`src/rtl/wb_pkg.sv`:
```
// Shared types for the Wishbone DMA master: FSM states, the latched command
// record and sizing of the outstanding-strobe counter.
package wb_pkg;

  localparam int WB_ADDR_BITS_DEF = 23;
  localparam int LEN_BITS_DEF     = 16;

  typedef enum logic [1:0] {
    IDLE,
    ISSUE,
    DRAIN,
    DONE
  } dma_state_t;

  // Sized by the package defaults; the master's width parameters follow them.
  typedef struct packed {
    logic                        we;
    logic [LEN_BITS_DEF-1:0]     len;
    logic [WB_ADDR_BITS_DEF-1:0] addr;
  } dma_cmd_t;

  // One extra bit so the counter can hold MAX_OUTSTANDING itself.
  function automatic int outstanding_bits(input int max_outstanding);
    return $clog2(max_outstanding) + 1;
  endfunction

endpackage

```
`src/rtl/axis_fifo.sv`:
```
// Small synchronous AXI-Stream FIFO with a tuser side channel and an
// occupancy output; DEPTH must be a power of two.
module axis_fifo #(
  parameter int DATA_W = 16,
  parameter int USER_W = 1,
  parameter int DEPTH  = 8
) (
  input  logic                     clk,
  input  logic                     rst_n,
  input  logic                     s_tvalid,
  output logic                     s_tready,
  input  logic [DATA_W-1:0]        s_tdata,
  input  logic [USER_W-1:0]        s_tuser,
  output logic                     m_tvalid,
  input  logic                     m_tready,
  output logic [DATA_W-1:0]        m_tdata,
  output logic [USER_W-1:0]        m_tuser,
  output logic [$clog2(DEPTH):0]   count
);

  localparam int AW = $clog2(DEPTH);
  localparam logic [AW:0] FULL = (AW+1)'(DEPTH);

  logic [DATA_W+USER_W-1:0] mem [DEPTH];
  logic [AW-1:0]            wr_ptr;
  logic [AW-1:0]            rd_ptr;
  logic                     push;
  logic                     pop;

  assign s_tready = (count != FULL);
  assign m_tvalid = (count != '0);
  assign push     = s_tvalid && s_tready;
  assign pop      = m_tvalid && m_tready;
  assign {m_tuser, m_tdata} = mem[rd_ptr];

  // NOTE: clocked state uses non-blocking assignments so every flop samples pre-edge values.
  always_ff @(posedge clk or negedge rst_n) begin
    if (!rst_n) begin
      wr_ptr <= '0;
      rd_ptr <= '0;
      count  <= '0;
    end else begin
      if (push) wr_ptr <= wr_ptr + 1'b1;
      if (pop)  rd_ptr <= rd_ptr + 1'b1;
      case ({push, pop})
        2'b10:   count <= count + 1'b1;
        2'b01:   count <= count - 1'b1;
        default: count <= count;
      endcase
    end
  end

  // NOTE: storage is not reset; pointers and count alone define validity, and a reset would stop RAM inference.
  always_ff @(posedge clk) begin
    if (push) mem[wr_ptr] <= {s_tuser, s_tdata};
  end

endmodule

```
`src/rtl/wb_dma_master.sv`:
```
// Pipelined Wishbone master moving a block of words between AXI-Stream and a
// Wishbone slave; reads are credit-limited to what the return buffer can hold.
module wb_dma_master
  import wb_pkg::*;
#(
  parameter int WB_ADDR_BITS    = WB_ADDR_BITS_DEF,
  parameter int DATA_BYTES      = 2,
  parameter int LEN_BITS        = LEN_BITS_DEF,
  parameter int MAX_OUTSTANDING = 8
) (
  input  logic                      clk,
  input  logic                      sresetn,
  input  logic                      cmd_i_valid,
  output logic                      cmd_i_ready,
  input  logic [WB_ADDR_BITS-1:0]   cmd_i_addr,
  input  logic [LEN_BITS-1:0]       cmd_i_len,
  input  logic                      cmd_i_we,
  output logic                      done,
  output logic                      done_err,
  output logic                      busy,
  input  logic                      axis_i_tvalid,
  output logic                      axis_i_tready,
  input  logic [DATA_BYTES*8-1:0]   axis_i_tdata,
  input  logic                      axis_i_tlast,
  output logic                      axis_o_tvalid,
  input  logic                      axis_o_tready,
  output logic [DATA_BYTES*8-1:0]   axis_o_tdata,
  output logic                      axis_o_tlast,
  output logic                      m_wb_cyc,
  output logic                      m_wb_stb,
  output logic                      m_wb_we,
  output logic [WB_ADDR_BITS-1:0]   m_wb_addr,
  output logic [DATA_BYTES*8-1:0]   m_wb_dat_m2s,
  input  logic [DATA_BYTES*8-1:0]   m_wb_dat_s2m,
  input  logic                      m_wb_ack,
  input  logic                      m_wb_stall
);

  localparam int DW = DATA_BYTES * 8;
  localparam int OW = outstanding_bits(MAX_OUTSTANDING);
  localparam logic [OW-1:0] MAX_OUT = OW'(MAX_OUTSTANDING);

  dma_state_t          state, state_nxt;
  dma_cmd_t            cmd;
  logic [LEN_BITS-1:0] remaining;
  logic [LEN_BITS-1:0] ack_cnt;
  logic [OW-1:0]       outstanding, outstanding_nxt;
  logic [OW-1:0]       rd_count;
  logic [OW:0]         credit_sum;
  logic                err;
  logic                rst_done;
  logic                accept, issue, ack_v, credit_ok;
  logic                rd_buf_ready, rd_push, rd_last;

  assign m_wb_cyc     = (state == ISSUE) || (state == DRAIN);
  assign credit_sum   = {1'b0, outstanding} + {1'b0, rd_count};
  // Reads count words already sitting in the buffer: acks cannot be refused.
  assign credit_ok    = (outstanding < MAX_OUT) &&
                        (cmd.we ? axis_i_tvalid
                                : (rd_buf_ready && (credit_sum < {1'b0, MAX_OUT})));
  assign m_wb_stb     = (state == ISSUE) && credit_ok;
  assign m_wb_we      = m_wb_cyc && cmd.we;
  assign m_wb_addr    = cmd.addr;
  assign m_wb_dat_m2s = (m_wb_stb && cmd.we) ? axis_i_tdata : '0;
  assign issue        = m_wb_stb && !m_wb_stall;
  assign axis_i_tready = issue && cmd.we;
  assign ack_v        = m_wb_ack && m_wb_cyc;

  assign cmd_i_ready  = (state == IDLE) && rst_done;
  assign accept       = cmd_i_valid && cmd_i_ready;
  assign busy         = (state != IDLE);
  assign done         = (state == DONE);
  assign done_err     = done && err;

  assign rd_push      = ack_v && !cmd.we;
  assign rd_last      = (ack_cnt == cmd.len - 1'b1);

  always_comb begin
    // NOTE: defaults first so every path assigns and no latch is inferred.
    outstanding_nxt = outstanding;
    if (issue && !ack_v)      outstanding_nxt = outstanding + 1'b1;
    else if (!issue && ack_v) outstanding_nxt = outstanding - 1'b1;
  end

  always_comb begin
    state_nxt = state;
    case (state)
      IDLE:    if (accept) state_nxt = (cmd_i_len == '0) ? DONE : ISSUE;
      ISSUE:   if (issue && remaining == LEN_BITS'(1))
                 state_nxt = (outstanding_nxt == '0) ? DONE : DRAIN;
      DRAIN:   if (outstanding_nxt == '0) state_nxt = DONE;
      DONE:    state_nxt = IDLE;
      default: state_nxt = IDLE;
    endcase
  end

  always_ff @(posedge clk or negedge sresetn) begin
    if (!sresetn) begin
      state       <= IDLE;
      cmd         <= '0;
      remaining   <= '0;
      ack_cnt     <= '0;
      outstanding <= '0;
      err         <= 1'b0;
      rst_done    <= 1'b0;
    end else begin
      state       <= state_nxt;
      outstanding <= outstanding_nxt;
      rst_done    <= 1'b1;
      if (accept) begin
        cmd       <= '{we: cmd_i_we, len: cmd_i_len, addr: cmd_i_addr};
        remaining <= cmd_i_len;
        ack_cnt   <= '0;
      end
      if (issue) begin
        cmd.addr  <= cmd.addr + 1'b1;
        remaining <= remaining - 1'b1;
        // tlast must appear on exactly the final beat of a write.
        if (cmd.we && (axis_i_tlast != (remaining == LEN_BITS'(1)))) err <= 1'b1;
      end
      if (rd_push) ack_cnt <= ack_cnt + 1'b1;
      if (state == DONE) err <= 1'b0;
    end
  end

  axis_fifo #(
    .DATA_W (DW),
    .USER_W (1),
    .DEPTH  (MAX_OUTSTANDING)
  ) u_rd_buf (
    .clk      (clk),
    .rst_n    (sresetn),
    .s_tvalid (rd_push),
    .s_tready (rd_buf_ready),
    .s_tdata  (m_wb_dat_s2m),
    .s_tuser  (rd_last),
    .m_tvalid (axis_o_tvalid),
    .m_tready (axis_o_tready),
    .m_tdata  (axis_o_tdata),
    .m_tuser  (axis_o_tlast),
    .count    (rd_count)
  );

endmodule
```
`config.mk`:
```
export PLATFORM = sky130hd
export DESIGN_NAME = wb_dma_master
export DESIGN_NICKNAME = d
export VERILOG_FILES = /design/src/rtl/wb_pkg.sv /design/src/rtl/axis_fifo.sv /design/src/rtl/wb_dma_master.sv
export SDC_FILE = /design/constraint.sdc
export NUM_CORES = 1
export LEC_CHECK = 0
export BUFFER_PORTS_ARGS = -buffer_cell sky130_fd_sc_hd__clkbuf_2
export CORE_AREA = 2 2 197 199
export CTS_CLUSTER_SIZE = 20
export DETAILED_ROUTE_END_ITERATION = 12
export DIE_AREA = 0 0 199 201
export PLACE_DENSITY = 0.51
export REMOVE_ABC_BUFFERS = 1
export SYNTH_ARGS = -nofsm -noshare
export SYNTH_HDL_FRONTEND = slang
export SYNTH_SLANG_ARGS = --single-unit
```
`constraint.sdc`:
```
create_clock -name clk -period 8.3 [get_ports clk]
set_input_delay 1.66 -clock clk [delete_from_list [all_inputs] [get_ports clk]]
set_output_delay 1.66 -clock clk [all_outputs]
set_load 0.005 [all_outputs]
```
==> flow_summary.json, run 1 <==
{
  "vias": 7254,
  "fmax_mhz": 224,
  "critPathLaunchType": "input port",
  "clock_skew_ns": 0.0126,
  "cp.arrival_ns": 2.81,
  "dieArea_um2": 40000,
  "port_buffers": 144,
  "synth-edff-count": 136,
  "power.internal_mw": 2.78,
  "die_h_um": 201,
  "outcome": "complete, no violations",
  "cts-root-buf": "clkbuf_16",
  "routed_wl_um": 25800,
  "maxCapViolCount": 0,
  "dp_slack_ns": 3.85,
  "drcViolationCount": 0,
  "clk_latency_ns": 0.53,
  "cts-resized-gates": 0,
  "swShare_pct": 34.9,
  "postCtsSetupRepairBufs": 0,
  "clock_path_buffers": 3,
  "async_flop_share_pct": 39.8,
  "p_comb_share_pct": 34.6,
  "firstDrtPassIters": 4,
  "worstPathRequired_ns": 6.64,
  "switching_power_mw": 1.49,
  "cellLeakagePower_nw": 4.92,
  "ir_worst_vdd_mv": 0.150,
  "drive_gt1_share_pct": 27.1,
  "start_util_pct": 28.4,
  "grt.overflow.total": 0,
  "layout_common_cells": "143 x clkbuf_2, 136 x edfxtp_1, 112 x nand2_1",
  "via_per_inst": 4.72,
  "postCtsHoldBufs": 0,
  "numCtsBuffers": 25,
  "grt_pass1_vias": 7432,
  "p_seq_share_pct": 39.6,
  "io_pins": 145,
  "worstMarginPinSlew_ns": 1.08,
  "p_total_mw": 4.28,
  "dp_hpwl_um": 16800,
  "synthCells": 869,
  "grt_pass1_wl_um": 41300,
  "hold_depth": 1,
  "areaGrowthSynthToFinish_pct": 18.7,
  "period_share_pct": 53.9,
  "period_needed_ns": 4.47,
  "ys_seq_area_share_pct": 58.6,
  "cts.sink_count": 226,
  "num-nets-final": 1102,
  "fin_ws_ns": 3.83,
  "yosysUniqueCellTypes": 75,
  "final_area_um2": 12800,
  "rsz0062_at_grt": "no",
  "grt_use_total_pct": 13.0,
  "cp-startpoint": "axis_i_tvalid",
  "avgSynthCellArea_um2": 12.4,
  "die_x_um": 199,
  "p_clk_share_pct": 25.8,
  "regArea_um2": 6340,
  "power_density_nw_per_um2": 333,
  "place_area_um2": 12000,
  "coreArea_um2": 38100,
  "grt_max_degree": 59,
  "r2r_slack_ns": 4.86,
  "place.gp.congestion": 0.783,
  "fin_tns_setup_ns": 0,
  "synth_area_um2": 10800,
  "drt_iter0_drc": 376,
  "wl_per_cell_um": 16.8,
  "hold_viol": 0,
  "antenna_found_initial": 0,
  "ff2ff_path_depth": 13,
  "max-slew-margin-rel_pct": 27.8,
  "endpoint_kind": "output pin",
  "min_from": "m_wb_addr[22]",
  "hold_end": "m_wb_addr[22]",
  "r2r_end": "u_rd_buf.count[3]",
  "synth_flop_cell": "edfxtp_1",
  "ys.warnings.count": 0,
  "slew_violations": 0,
  "worstSetupPathType": "in -> out",
  "ant_nets": 0,
  "fillCellCount": 3816,
  "rows": 72,
  "cts_tree": "yes",
  "synth-seq-cells": 226,
  "hold_path.class": "reg -> reg",
  "cp_max_fo": 16,
  "reg2reg_from": "state[0]",
  "setup_viol": 0,
  "final_common_cell": "clkbuf_2",
  "n_antenna_cell": 0,
  "multi_input_area_um2": 4110,
  "clk_pin_slew_ns": 0.06,
  "htreeDepth": 1
}
-- final cells by class --
type	count	area share, %
Clock buffer	31	5.05
Timing Repair Buffer	159	6.51
Tap cell	518	5.05
Inverter	28	0.819
Sequential cell	226	49.4
Multi-Input combinational cell	561	32.0
Clock inverter	13	1.22
-- power by group through the flow --
stage / clock network, mW / registers [mW] / logic, mW
after detailed placement: 0 / 1.71 / 1.51
after global placement: 0 / 1.71 / 1.49
after global routing: 1.18 / 1.74 / 1.67
after CTS: 1.13 / 1.70 / 1.51
final: 1.10 / 1.69 / 1.48
after floorplan: 0 / 1.70 / 0.987
-- state kept, by name, summed over array words and instances (netlist names), 4 cells and up --
register / flops
u_rd_buf.count: 4
outstanding: 4
u_rd_buf.mem: 136
cmd: 17
ack_cnt: 16
m_wb_addr: 23
remaining: 16
-- cell usage after synthesis (2+ instances only) --
| master | instances | area share [%] |
|---|---|---|
| a21oi_1 | 33 | 1.5 |
| o211ai_1 | 5 | 0.35 |
| a311oi_1 | 7 | 0.57 |
| a211oi_1 | 14 | 0.97 |
| nand2b_1 | 4 | 0.23 |
| nand3_1 | 27 | 1.2 |
| or4_1 | 3 | 0.21 |
| nand3b_1 | 3 | 0.21 |
| mux2_2 | 19 | 2.0 |
| buf_2 | 9 | 0.42 |
| nor3b_1 | 4 | 0.28 |
| nand4_1 | 9 | 0.52 |
| a211o_1 | 2 | 0.16 |
| a22oi_1 | 4 | 0.28 |
| and3_1 | 7 | 0.41 |
| mux4_2 | 34 | 7.1 |
| xnor2_1 | 27 | 2.2 |
| buf_4 | 23 | 1.6 |
| a221o_1 | 3 | 0.28 |
| edfxtp_1 | 136 | 38 |
| ha_1 | 20 | 2.3 |
| a32oi_1 | 3 | 0.24 |
| dfrtp_1 | 90 | 21 |
| a31oi_1 | 5 | 0.29 |
| mux2i_1 | 8 | 0.74 |
| or3_1 | 5 | 0.29 |
| nor2_1 | 63 | 2.2 |
| nor3_1 | 16 | 0.74 |
| xor2_1 | 9 | 0.73 |
| o22ai_1 | 6 | 0.35 |
| a21o_1 | 2 | 0.14 |
| o21ai_0 | 37 | 1.7 |
| nor4_1 | 10 | 0.58 |
| clkbuf_1 | 21 | 0.73 |
| and2_1 | 20 | 1.2 |
| nand2_1 | 112 | 3.9 |
| inv_1 | 28 | 0.97 |
| o31ai_1 | 4 | 0.28 |
-- cells by family after synthesis --
logic type,synth area share [%]
adders and majority gates,2.50
xor gates and xnor gates,3.07
AOI/OAI and AO/OA,8.54
muxes,9.80
DFF,58.6
buffers and inverters,3.75
other,0.0347
and+or+nand+nor,13.7
-- metal layers --
| layer | global-route usage, % | vias to the layer above | part of all wire, % | wire length (µm) |
|---|---|---|---|---|
| met5 | 0 | - | 0 | 0 |
| met2 | 21.5 | 185 | 47 | 12000 |
| met3 | 2.99 | 31 | 6.5 | 1670 |
| met4 | 2.53 | 0 | 1.7 | 429 |
| li1 | - | 3466 | - | - |
| met1 | 17.4 | 3572 | 45 | 11700 |
-- worst max-delay path, cell delays in order --
cell,delay (ns)
clkbuf_2,0.08
nand2_1,0.15
nor2_1,0.58
and2_1,0.22
clkbuf_2,0.11
-- through the flow --
stage / hold slack [ns] / instances / util [%]
2_1_floorplan: 0.455 / 815 / -
3_3_place_gp: 0.465 / 1492 / 31.6
3_5_place_dp: 0.494 / 1492 / 31.6
4_1_cts: 0.506 / 1536 / 33.7
5_1_grt: 0.538 / 1536 / 33.7
6_report: 0.497 / 1536 / 33.7
-- worst max-delay path by stage --
stage	endpoint	slack [ns]	cells after the start
2_1_floorplan	u_rd_buf.mem[2][0]	3.52	5
3_3_place_gp	m_wb_dat_m2s[3]	3.93	5
3_5_place_dp	m_wb_dat_m2s[10]	3.85	5
4_1_cts	m_wb_dat_m2s[10]	3.85	5
5_1_grt	m_wb_dat_m2s[2]	3.69	5
6_report	m_wb_dat_m2s[5]	3.83	5
(Power assumes the default switching activity.)
==> run 2: changes to the inputs <==
--- a/config.mk
+++ b/config.mk
@@ -5,12 +5,13 @@
 export SDC_FILE = /design/constraint.sdc
 export NUM_CORES = 1
 export LEC_CHECK = 0
+export ABC_AREA = 1
 export BUFFER_PORTS_ARGS = -buffer_cell sky130_fd_sc_hd__clkbuf_2
-export CORE_AREA = 2 2 197 199
+export CORE_AREA = 2 2 200 202
 export CTS_CLUSTER_SIZE = 20
 export DETAILED_ROUTE_END_ITERATION = 12
-export DIE_AREA = 0 0 199 201
-export PLACE_DENSITY = 0.51
+export DIE_AREA = 0 0 202 204
+export PLACE_DENSITY = 0.53
 export REMOVE_ABC_BUFFERS = 1
 export SYNTH_ARGS = -nofsm -noshare
 export SYNTH_HDL_FRONTEND = slang
==> constraint.sdc (replaced) <==
create_clock -name clk -period 3.8 [get_ports clk]
set_input_delay 0.76 -clock clk [delete_from_list [all_inputs] [get_ports clk]]
set_output_delay 0.76 -clock clk [all_outputs]
set_load 0.005 [all_outputs]
==> run 2 against run 1 <==
Against the previous run: clock-buffer cell count is 2 lower; largest cell class unchanged; combinational power grew to 2.5 times the previous value; hold slack got worse by 0.20 ns; first-iteration DRC count grew 26%; sequential power increased by 110%; critical path type is now reg -> out; clock skew is 0.0015 ns lower; flip-flop and latch count unchanged; total power is 130% higher; critical path depth up 4.
==> flow_summary.json, run 2 <==
{
  "grt_pass1_vias": 8182,
  "cts-resized-gates": 0,
  "final_common_cell": "nor2_1",
  "synth-seq-cells": 226,
  "clk_latency_ns": 0.53,
  "synth_common_cells": "197 x nor2_1, 153 x nand2_1, 136 x edfxtp_1, 112 x o21ai_0, 108 x inv_1",
  "ys_seq_area_share_pct": 56.5,
  "top_register": "u_rd_buf.mem",
  "period_share_pct": 91.6,
  "place.gp.congestion": 0.846,
  "postCtsHoldBufs": 0,
  "wl_per_cell_um": 14.8,
  "place_area_um2": 12400,
  "areaGrowthSynthToFinish_pct": 18.5,
  "synthCells": 1161,
  "largest_register_ff_count": 136,
  "port_buffers": 144,
  "cp_max_fo": 17,
  "ys_top_cells_by_area": "edfxtp_1 36%, dfrtp_1 20%, nor2_1 6.6%, nand2_1 5.1%, o21ai_0 5.0%",
  "grt_pass1_wl_um": 43800,
  "r2r_slack_ns": 0.73,
  "firstDrtPassIters": 5,
  "drt_iter0_drc": 472,
  "ir_worst_vdd_mv": 0.324,
  "clock_path_buffers": 3,
  "dp_cells": 1788,
  "worstPathRequired_ns": 3.04,
  "path_buf_inv": 1,
  "n_antenna_cell": 0,
  "period_needed_ns": 3.48,
  "p_total_mw": 9.79,
  "grt_use_total_pct": 13.1,
  "antenna_found_initial": 1,
  "io_pins": 145,
  "rows": 73,
  "critPathLaunchType": "flop",
  "cts.sink_count": 226,
  "slowest_stage": "dfrtp_1",
  "critPathTopFamily": "simple AND/OR/NAND/NOR gates",
  "maxCapViolCount": 0,
  "clk_pin_slew_ns": 0.07,
  "grt.overflow.total": 0,
  "coreArea_um2": 39200,
  "setup_viol": 0,
  "numCtsBuffers": 24,
  "yosys.area.top_type_share_pct": 36.4,
  "num-nets-final": 1390,
  "worst_hold_slack_ns": 0.298,
  "drcViolationCount": 0,
  "power_density_nw_per_um2": 736,
  "yosysUniqueCellTypes": 51,
  "die_x_um": 202,
  "vias": 8400,
  "die_h_um": 204,
  "routed_wl_um": 27200,
  "start_util_pct": 28.6,
  "outcome": "complete, no violations",
  "fmax_mhz": 287,
  "fin_tns_setup_ns": 0,
  "fin_cells": 1832,
  "yosysTopAreaCell": "edfxtp_1",
  "cts_tree": "yes",
  "dieArea_um2": 41200,
  "dp_hpwl_um": 18400,
  "worstMarginPinSlew_ns": 0.764,
  "clock_skew_ns": 0.0111,
  "final_area_um2": 13300,
  "layout_common_cells": "196 x nor2_1, 153 x nand2_1, 143 x clkbuf_2",
  "hold_viol": 0,
  "via_per_inst": 4.59,
  "endpoint_kind": "output pin",
  "synth_most_common_cell": "nor2_1",
  "ys.warnings.count": 0,
  "cts-root-buf": "clkbuf_16",
  "cp.arrival_ns": 2.72,
  "cellLeakagePower_nw": 5.54,
  "synth-edff-count": 136,
  "rsz0062_at_grt": "no",
  "postCtsSetupRepairBufs": 0,
  "drive_gt1_share_pct": 19.4,
  "cpPeakStageDelay_ns": 0.40,
  "hold_path.class": "in -> async",
  "avgSynthCellArea_um2": 9.67,
  "synth_flop_cell": "edfxtp_1",
  "worstSetupPathType": "reg -> out",
  "grt_max_degree": 70,
  "crit_chain": "ha_1 > nor2_1 > nand2_1 > nor2_1 > nand2_1 > a21oi_1 > nand2_1 > nor2_1 > clkbuf_2",
  "slew_violations": 0,
  "ant_nets": 0,
  "async_flop_share_pct": 39.8,
  "synth_area_um2": 11200,
  "htreeDepth": 1,
  "max-slew-margin-rel_pct": 49.0
}
run 2: changes by cell type after synthesis, moves of 16 or more:
cell     previous run  this run
a21oi_1            33        13
and2_1             20         0
inv_1              28       108
mux2_2             19         1
mux4_2             34         0
nand2_1           112       153
nand3_1            27        55
nor2_1             63       197
o21ai_0            37       112
xnor2_1            27        11
xor2_1              9        47
run 2: logic make-up after synthesis:
group / Yosys count / synth area share [%]
compound gates: 209 / 11.0
xor+xnor: 58 / 4.53
fa+ha+maj: 21 / 2.41
buf+inv: 180 / 6.97
flops: 226 / 56.5
mux: 4 / 0.368
other cells: 1 / 0.0334
simple gates: 462 / 18.3
run 2: metal layers:
layer / vias up / routed length (µm) / GRT usage [%]
met2: 210 / 12300 / 21.5
met4: 2 / 615 / 3.28
met5: - / 13 / 0
met3: 42 / 1700 / 3.27
met1: 3955 / 12600 / 17.3
li1: 4191 / - / -
run 2: cell type report:
cell class,instances,area [µm²]
fill,3995,25900
sequential,226,6340
multi-input combinational,755,4110
timing repair buffer,169,923
clock buffer,29,659
tap,525,657
inverter,113,424
clock inverter,15,191
run 2: final timing paths:
path / from / end / cells after the start
setup / recovery: outstanding[3] / axis_i_tready / 9
hold / removal: sresetn / m_wb_addr[19] / 1
setup reg to reg: state[0] / u_rd_buf.count[3] / 16
hold reg to reg: cmd[24] / cmd[24] / 2
max in group asynchronous: sresetn / ack_cnt[1] / 2
min in group clk: cmd_i_we / cmd[39] / 3
run 2: through the flow:
step / worst slack, ns / utilization, %
4_1_cts: 0.280 / 33.9
2_1_floorplan: 0.244 / -
5_1_grt: 0.0374 / 33.9
6_report: 0.320 / 33.9
3_5_place_dp: 0.738 / 31.8
3_3_place_gp: 0.824 / 31.8
run 2: where the power goes:
group	switching [mW]	total (mW)	internal, mW
Combinational	2.29	3.70	1.42
Sequential	0.460	3.58	3.12
Clock	0.996	2.51	1.51
Total	3.74	9.79	6.04
==> run 3: changes to the inputs <==
--- a/config.mk
+++ b/config.mk
@@ -12,6 +12,7 @@
 export DETAILED_ROUTE_END_ITERATION = 12
 export DIE_AREA = 0 0 202 204
 export PLACE_DENSITY = 0.53
+export RECOVER_POWER = 100
 export REMOVE_ABC_BUFFERS = 1
 export SYNTH_ARGS = -nofsm -noshare
 export SYNTH_HDL_FRONTEND = slang
==> run 3 against run 2 <==
Against the previous run: non-clock buffer count did not move; critical path depth did not move; clock skew rose by 0.0018 ns; maximum frequency rose by 0.66%; sequential power barely moved; final cell count did not move; register-to-register slack got worse by 0.19 ns; core utilization fell by 0.37 points; critical endpoint unchanged; total power fell by 1.1%.
==> flow_summary.json, run 3 (synthesis results as in run 2) <==
{
  "outcome": "complete, no violations",
  "largest_register_ff_count": 136,
  "grt.overflow.total": 0,
  "dieArea_um2": 41200,
  "crit_cells": 9,
  "port_buffers": 144,
  "drcViolationCount": 0,
  "die_h_um": 204,
  "fmax_mhz": 289,
  "slew_violations": 0,
  "dp_hpwl_um": 18400,
  "cellLeakagePower_nw": 5.36,
  "reg2reg_from": "state[0]",
  "cp.arrival_ns": 2.70,
  "grt_pass1_wl_um": 43800,
  "routed_wl_um": 27100,
  "r2r_end": "u_rd_buf.mem[3][8]",
  "vias": 8367,
  "clock_skew_ns": 0.0129,
  "clock_path_buffers": 3,
  "grt_use_total_pct": 13.1,
  "power_density_nw_per_um2": 736,
  "ant_nets": 0,
  "cp-startpoint": "outstanding[3]",
  "areaGrowthSynthToFinish_pct": 17.2,
  "fin_tns_setup_ns": 0,
  "cts_tree": "yes",
  "period_needed_ns": 3.46,
  "crit_end": "axis_i_tready",
  "worstSetupPathType": "reg -> out",
  "htreeDepth": 1,
  "die_x_um": 202,
  "slowest_stage": "dfrtp_1",
  "clk_pin_slew_ns": 0.07,
  "endpoint_kind": "output pin",
  "cts.sink_count": 226,
  "setup_viol": 0,
  "hold_path.class": "in -> reg",
  "start_util_pct": 28.6,
  "cts-resized-gates": 0,
  "hold_viol": 0,
  "cp_max_fo": 17,
  "io_pins": 145,
  "critPathLaunchType": "flop",
  "period_share_pct": 91.0,
  "critPathTopFamily": "simple AND/OR/NAND/NOR gates",
  "wl_per_cell_um": 14.8,
  "min_from": "cmd_i_we",
  "drt_iter0_drc": 466,
  "clk_latency_ns": 0.53,
  "firstDrtPassIters": 5,
  "rsz0062_at_grt": "no",
  "rows": 73,
  "coreArea_um2": 39200,
  "postCtsSetupRepairBufs": 0,
  "path_buf_inv": 1,
  "postCtsHoldBufs": 0,
  "numCtsBuffers": 24,
  "grt_pass1_vias": 8182,
  "dp_slack_ns": 0.738,
  "ff2ff_path_depth": 9,
  "worstPathRequired_ns": 3.04,
  "n_antenna_cell": 0,
  "maxCapViolCount": 0,
  "antenna_found_initial": 1,
  "cpPeakStageDelay_ns": 0.40,
  "place.gp.congestion": 0.846,
  "crit_chain": "ha_1 > nor2_1 > nand2_1 > nor2_1 > nand2_1 > a21oi_1 > nand2_1 > nor2_1 > clkbuf_2",
  "num-nets-final": 1390,
  "via_per_inst": 4.57,
  "final_common_cell": "nor2_1",
  "worst_hold_slack_ns": 0.437,
  "drive_gt1_share_pct": 14.5,
  "worstMarginPinSlew_ns": 1.47,
  "r2r_slack_ns": 0.54,
  "cts-root-buf": "clkbuf_16",
  "fin_ws_ns": 0.342,
  "top_register": "u_rd_buf.mem",
  "ir_worst_vdd_mv": 0.324,
  "grt_max_degree": 70,
  "max-slew-margin-rel_pct": 1.83,
  "layout_common_cells": "199 x nor2_1, 157 x nand2_1, 136 x edfxtp_1"
}
## run 3: worst min-delay path by stage
stage | slack (ns) | cells after the start | endpoint
6_report | 0.44 | 3 | cmd[39]
5_1_grt | 0.45 | 3 | cmd[39]
4_1_cts | 0.33 | 1 | m_wb_addr[19]
3_5_place_dp | 0.48 | 2 | cmd[24]
3_3_place_gp | 0.47 | 2 | cmd[24]
2_1_floorplan | 0.45 | 2 | cmd[24]
## run 3: layout make-up
class                   instances  area (µm²)
clock buffers                  29         659
inverters                     113         424
clock inverters                15         191
multi-input cells             755        4070
fillers                      4027       26000
repair buffers                169         815
flip-flops and latches        226        6340
well taps                     525         657
## run 3: through the flow
stage | cells | utilization (%) | cell area [µm²] | total power [mW]
after floorplan | 1094 | - | 10900 | 5.99
after global placement | 1788 | 31.8 | 12400 | 7.30
after detailed placement | 1788 | 31.8 | 12400 | 7.37
after CTS | 1832 | 33.9 | 13300 | 9.92
after global routing | 1832 | 33.6 | 13200 | 10.5
final | 1832 | 33.6 | 13200 | 9.68
## run 3: worst register-to-register path: stages (launching register included)
cell and delay [ns]:
dfrtp_1 0.42, inv_1 0.11, ha_1 0.34, nand2_1 0.15, nor2_1 0.16, inv_1 0.15, nor2_1 0.29, nand2_1 0.17
nor2_1 0.11, clkbuf_1 0.96
## run 3: power by group
part | internal (mW) | switching, mW | leakage, nW | total (mW)
Sequential | 3.12 | 0.456 | 2.37 | 3.58
Clock | 1.51 | 0.997 | 0.421 | 2.51
Combinational | 1.34 | 2.26 | 2.57 | 3.60
Total | 5.97 | 3.71 | 5.36 | 9.68
## run 3: metal layers
| layer | vias up | GRT usage, % | wire [µm] |
|---|---|---|---|
| li1 | 4190 | - | - |
| met3 | 38 | 3.27 | 1680 |
| met2 | 196 | 21.5 | 12400 |
| met1 | 3941 | 17.3 | 12500 |
| met5 | - | 0 | 13 |
| met4 | 2 | 3.28 | 590 |
